<file path="config.mk">
export PLATFORM = sky130hd
export DESIGN_NAME = uart_tx_serializer
export DESIGN_NICKNAME = d
export VERILOG_FILES = /design/src/rtl/uart_tx_serializer_pkg.sv /design/src/rtl/uart_tx_serializer_baud_tick.sv /design/src/rtl/uart_tx_serializer.sv
export SDC_FILE = /design/constraint.sdc
export NUM_CORES = 1
export LEC_CHECK = 0
export BUFFER_PORTS_ARGS = -buffer_cell sky130_fd_sc_hd__clkbuf_2
export CAP_MARGIN = 20
export CORE_UTILIZATION = 50
export DETAILED_ROUTE_END_ITERATION = 10
export PLACE_DENSITY = 0.66
export SYNTH_ARGS = -nofsm -noshare
export SYNTH_HDL_FRONTEND = slang
export SYNTH_SLANG_ARGS = --single-unit
</file>
<file path="constraint.sdc">
create_clock -name i_clk -period 2.4 [get_ports i_clk]
set_clock_uncertainty 0.1 [all_clocks]
set_input_delay 0.48 -clock i_clk [delete_from_list [all_inputs] [get_ports i_clk]]
set_output_delay 0.48 -clock i_clk [all_outputs]
set_load 0.05 [all_outputs]
</file>
<file path="src/rtl/uart_tx_serializer_pkg.sv">
// Shared UART definitions: data width, state encodings and the baud divisor macro.
// The RX stage reuses UART_BAUD_DIV so both directions agree on bit timing.
`ifndef UART_DATA_WIDTH
`define UART_DATA_WIDTH 8
`endif

`ifndef UART_BAUD_DIV
`define UART_BAUD_DIV(clk_hz, baud) ((clk_hz) / (baud))
`endif

package uart_tx_serializer_pkg;

  typedef enum logic [2:0] {
    ST_IDLE   = 3'd0,
    ST_START  = 3'd1,
    ST_DATA   = 3'd2,
    ST_PARITY = 3'd3,
    ST_STOP   = 3'd4
  } tx_state_e;

  localparam logic LINE_IDLE  = 1'b1;
  localparam logic LINE_START = 1'b0;

  // Counter width able to hold 0..n-1; never narrower than one bit.
  function automatic int cnt_width(input int n);
    return (n < 2) ? 1 : $clog2(n);
  endfunction

  function automatic int max_int(input int a, input int b);
    return (a > b) ? a : b;
  endfunction

endpackage

</file>
<file path="src/rtl/uart_tx_serializer_baud_tick.sv">
// Bit-period divisor: counts 0..P_DIV-1 while enabled and flags the last count.
// Clearing on accept phase-locks the bit grid to the accept edge.
module uart_baud_tick
  import uart_tx_serializer_pkg::*;
#(
  parameter int P_DIV = 4
) (
  input  logic i_clk,
  input  logic i_rst,
  input  logic i_clr,
  input  logic i_en,
  output logic o_tick
);

  localparam int CW = cnt_width(P_DIV);
  localparam logic [CW-1:0] LAST = CW'(P_DIV - 1);

  logic [CW-1:0] cnt_q;
  logic [CW-1:0] cnt_d;

  always_comb begin
    cnt_d = cnt_q;
    if (i_clr) begin
      cnt_d = '0;
    end else if (i_en) begin
      cnt_d = (cnt_q == LAST) ? '0 : cnt_q + CW'(1);
    end
  end

  always_ff @(posedge i_clk) begin
    if (i_rst) begin
      cnt_q <= '0;
    end else begin
      cnt_q <= cnt_d;
    end
  end

  assign o_tick = i_en && (cnt_q == LAST);

endmodule

</file>
<file path="src/rtl/uart_tx_serializer.sv">
// UART transmit serializer: start bit, data LSB first, optional parity, stop bit(s).
// Optional parity bit enabled by defining UART_TX_PARITY_EN.
//   state  | meaning
//   IDLE   | line high, ready high, waiting for valid
//   START  | start bit (0) on the line
//   DATA   | data bits, LSB first
//   PARITY | parity bit (only with UART_TX_PARITY_EN)
//   STOP   | stop bit(s), line high
module uart_tx_serializer
  import uart_tx_serializer_pkg::*;
#(
  parameter int P_CLK_FREQ   = 50_000_000,
  parameter int P_BAUD_RATE  = 115200,
  parameter int P_DATA_WIDTH = `UART_DATA_WIDTH,
  parameter int P_STOP_BITS  = 1,
  parameter int P_PARITY_ODD = 0
) (
  input  logic                    i_clk,
  input  logic                    i_rst,
  input  logic                    i_user_tx_valid,
  input  logic [P_DATA_WIDTH-1:0] i_user_tx_data,
  output logic                    o_user_tx_ready,
  output logic                    o_uart_txd,
  output logic                    o_tx_busy
);

  localparam int DIV = `UART_BAUD_DIV(P_CLK_FREQ, P_BAUD_RATE);
  localparam int BCW = cnt_width(max_int(P_DATA_WIDTH, P_STOP_BITS));
  localparam logic [BCW-1:0] LAST_DATA = BCW'(P_DATA_WIDTH - 1);
  localparam logic [BCW-1:0] LAST_STOP = BCW'(P_STOP_BITS - 1);

  generate
    if (DIV < 2 || P_STOP_BITS < 1 || P_STOP_BITS > 2 ||
        P_PARITY_ODD < 0 || P_PARITY_ODD > 1) begin : g_bad_cfg
      $error("uart_tx_serializer: illegal divisor, stop-bit or parity configuration");
    end
  endgenerate

  tx_state_e               state_q;
  logic [BCW-1:0]          bit_cnt_q;
  logic [P_DATA_WIDTH-1:0] shift_q;
  logic                    txd_q;
  logic                    ready_q;
  logic                    busy_q;
`ifdef UART_TX_PARITY_EN
  logic                    parity_q;
`endif

  logic accept;
  logic baud_tick;
  logic baud_en;
  logic baud_clr;

  assign accept   = (state_q == ST_IDLE) && ready_q && i_user_tx_valid;
  assign baud_en  = (state_q != ST_IDLE);
  assign baud_clr = accept;

  uart_baud_tick #(
    .P_DIV (DIV)
  ) u_baud (
    .i_clk  (i_clk),
    .i_rst  (i_rst),
    .i_clr  (baud_clr),
    .i_en   (baud_en),
    .o_tick (baud_tick)
  );

  always_ff @(posedge i_clk) begin
    if (i_rst) begin
      state_q   <= ST_IDLE;
      bit_cnt_q <= '0;
      shift_q   <= '0;
      txd_q     <= LINE_IDLE;
      ready_q   <= 1'b1;
      busy_q    <= 1'b0;
`ifdef UART_TX_PARITY_EN
      parity_q  <= 1'b0;
`endif
    end else begin
      case (state_q)
        ST_IDLE: begin
          if (accept) begin
            state_q   <= ST_START;
            shift_q   <= i_user_tx_data;
            bit_cnt_q <= '0;
            txd_q     <= LINE_START;
            ready_q   <= 1'b0;
            busy_q    <= 1'b1;
`ifdef UART_TX_PARITY_EN
            parity_q  <= (^i_user_tx_data) ^ P_PARITY_ODD[0];
`endif
          end
        end
        ST_START: begin
          if (baud_tick) begin
            state_q   <= ST_DATA;
            txd_q     <= shift_q[0];
            shift_q   <= shift_q >> 1;
            bit_cnt_q <= '0;
          end
        end
        ST_DATA: begin
          if (baud_tick) begin
            if (bit_cnt_q == LAST_DATA) begin
              bit_cnt_q <= '0;
`ifdef UART_TX_PARITY_EN
              state_q   <= ST_PARITY;
              txd_q     <= parity_q;
`else
              state_q   <= ST_STOP;
              txd_q     <= LINE_IDLE;
`endif
            end else begin
              txd_q     <= shift_q[0];
              shift_q   <= shift_q >> 1;
              bit_cnt_q <= bit_cnt_q + BCW'(1);
            end
          end
        end
`ifdef UART_TX_PARITY_EN
        ST_PARITY: begin
          if (baud_tick) begin
            state_q   <= ST_STOP;
            txd_q     <= LINE_IDLE;
            bit_cnt_q <= '0;
          end
        end
`endif
        ST_STOP: begin
          if (baud_tick) begin
            if (bit_cnt_q == LAST_STOP) begin
              state_q   <= ST_IDLE;
              bit_cnt_q <= '0;
              ready_q   <= 1'b1;
              busy_q    <= 1'b0;
            end else begin
              bit_cnt_q <= bit_cnt_q + BCW'(1);
            end
          end
        end
        default: begin
          state_q   <= ST_IDLE;
          bit_cnt_q <= '0;
          txd_q     <= LINE_IDLE;
          ready_q   <= 1'b1;
          busy_q    <= 1'b0;
        end
      endcase
    end
  end

  assign o_uart_txd      = txd_q;
  assign o_user_tx_ready = ready_q;
  assign o_tx_busy       = busy_q;

endmodule

</file>
==> results.tsv <==
metric	value	unit
synth_area_leaders	dfxtp_1, mux2i_1, nor2_1	
vias	1026	
tightest_slew	457.7	ps
die_area	2896	um2
wl_met3	52	um
post-route-min-period	1971	ps
ir_worst_vdd	0.0005643	V
drt_first_pass_iters	4	
rsz0062_at_grt	false	
synth_top_family_by_area	simple AND/OR/NAND/NOR gates	
wl_met1	1.252	mm
synth_fa_ha_area_share	4.660	%
cts-resized-gates	0	
ys_types	37	
arrival	2110	ps
final_core_util	57.61	%
drv_slew	0	
holdWs	276.6	ps
wl_per_cell	12.48	um
wl_met2	1.064	mm
gp_congestion	0.7931	
synth_mux_area_share	5.965	%
drv_cap	0	
power_density	1103	nW/um2
netlist_area	1343	um2
ys_ff_latch	26	
totalWireLength	2.384	mm
top_layer_used	met4	
ctsHoldBuffers	0	
cts_sinks	26	
remaining_drc_errors	0	
clkTransAtPathRegs	140	ps
fmax	507.3	MHz
synth-simple-area-share	23.77	%
coreArea	2500	um2
multi_input_area	747.0	um2
syn_inst	150	
grt-ovfl-total	0	
antenna_left	0	
r2r_slack	430	ps
antenna_cells	0	
grt_use_total	18.32	%
antenna_found_initial	0	
ys_warn_count	0	
hp-class	input pin to flip-flop	
clk-insertion-delay-late	310	ps
synth_xor_xnor_area_share	6.524	%
cts_root_buffer	clkbuf_4	
syn_nets	166	
hold_viol	0	
regArea	520.5	um2
cts_tree	built	
relSlewSlack	69.49	%
grt_max_degree	18	
setup-violations-final	0	
ys_seq_area_share	38.77	%
fin_nets	178	
die_w	53.82	um
cp-end-kind	flip-flop	
rows	18	
cts_made_buffers	3	
grt_pass1_wl	3.898	mm
start_kind	flip-flop	
nFillCells	233	
critPathMaxFanout	11	
io_pins	14	
area.growth.synth_to_final	7.269	%
period_share	82.14	%
clockBufferDepth	2	
via_per_inst	5.372	
grt_pass1_vias	875	
dp_hpwl	1.726	mm
drive_gt1_share	15.53	%
die_h	53.82	um
syn_avg_cell_area	8.950	um2
cp.required	2540	ps
synth_top_cell_area_share	38.77	%
synth-compound-area-share	14.73	%
status	complete, no violations	
drt_iter0_drc	14	
total_leakage_power	0.6170	nW
port_buffers	13	
post_cts_buffers	0	
worst-setup-path-type	flip-flop to flip-flop	
initial_core_util	53.70	%
synth_top_area_cell	dfxtp_1	
ctsHtreeMaxLevel	1	
finalSetupTns	0	ps
per-layer routing:
| layer | global-route usage, % | vias up |
|---|---|---|
| li1 | - | 547 |
| met1 | 26.41 | 466 |
| met2 | 27.98 | 11 |
| met3 | 2.542 | 2 |
| met4 | 5.263 | 0 |
| met5 | 0 | - |
power by group:
group	switching [mW]	internal, mW	leakage [nW]	total, mW
logic	0.438	0.304	0.383	0.742
registers	0.0982	0.530	0.213	0.628
clock network	0.126	0.0926	0.0210	0.219
total	0.663	0.926	0.617	1.59
state kept, by name (all words and copies together) (netlist names):
signal,count
state_q,3
o_user_tx_ready,1
o_uart_txd,1
o_tx_busy,1
shift_q,8
u_baud.cnt_q,9
bit_cnt_q,3
through the flow:
| stage | instances | setup slack [ps] | area [um2] | power [mW] |
|---|---|---|---|---|
| floorplan | 150 | 488.5 | 1343 | 1.269 |
| global placement | 187 | 497.5 | 1404 | 1.359 |
| detailed placement | 187 | 470.1 | 1404 | 1.377 |
| CTS | 191 | 422.1 | 1440 | 1.600 |
| global route | 191 | 283.1 | 1440 | 1.710 |
| finish | 191 | 428.7 | 1440 | 1.589 |
layout by cell type (no fill, tap or decap), types with 6 or more instances in the layout:
cell,n
a211oi_1,7
a21oi_1,9
clkbuf_2,13
dfxtp_1,26
mux2i_1,8
nand2_1,8
nand2b_1,7
nand3_1,6
nor2_1,21
xor2_1,7
cells in the mapped netlist, drive strengths merged:
library cell,instances
a31oi,1
or2,2
o22ai,1
nand2,8
or3,3
a21o,2
and4,2
nor2,21
o21ai,4
a21oi,10
or3b,1
nand4,1
buf,8
mux2i,8
nor3,3
nand3,6
and3,2
a211oi,8
nand2b,7
dfxtp,26
ha,5
inv,3
nor4b,1
xor2,7
o21a,3
nand3b,1
nand4b,1
clkbuf,1
o22a,1
xnor2,3
kinds of logic (layout without fill, tap and decap cells):
family,count (synthesis),in the layout
compound gates,30,30
xor+xnor,10,10
fa+ha+maj,5,5
buf+inv,12,23
flops,26,26
mux,8,8
simple gates,59,59
path summary, 6_finish.rpt:
check,from,to,cells past startpoint
max reg2reg,state_q[0],u_baud.cnt_q[1],4
min reg2reg,o_tx_busy,o_tx_busy,1
max,state_q[0],u_baud.cnt_q[1],4
min,i_user_tx_data[7],shift_q[7],3
final cells by class:
| cell class | instances | share of cell area, % |
|---|---|---|
| sequential | 26 | 36.14 |
| tap | 30 | 2.606 |
| clock buffer | 4 | 2.520 |
| inverter | 3 | 0.7819 |
| multi-input combinational | 112 | 51.87 |
| timing repair buffer | 16 | 6.082 |
critical path: stages (launching register included):
cell and delay (ps):
dfxtp_1 450, or3_1 430, nor4b_4 160, or3_1 510, a211oi_2 250
Power figures use the tool's default switching activity.
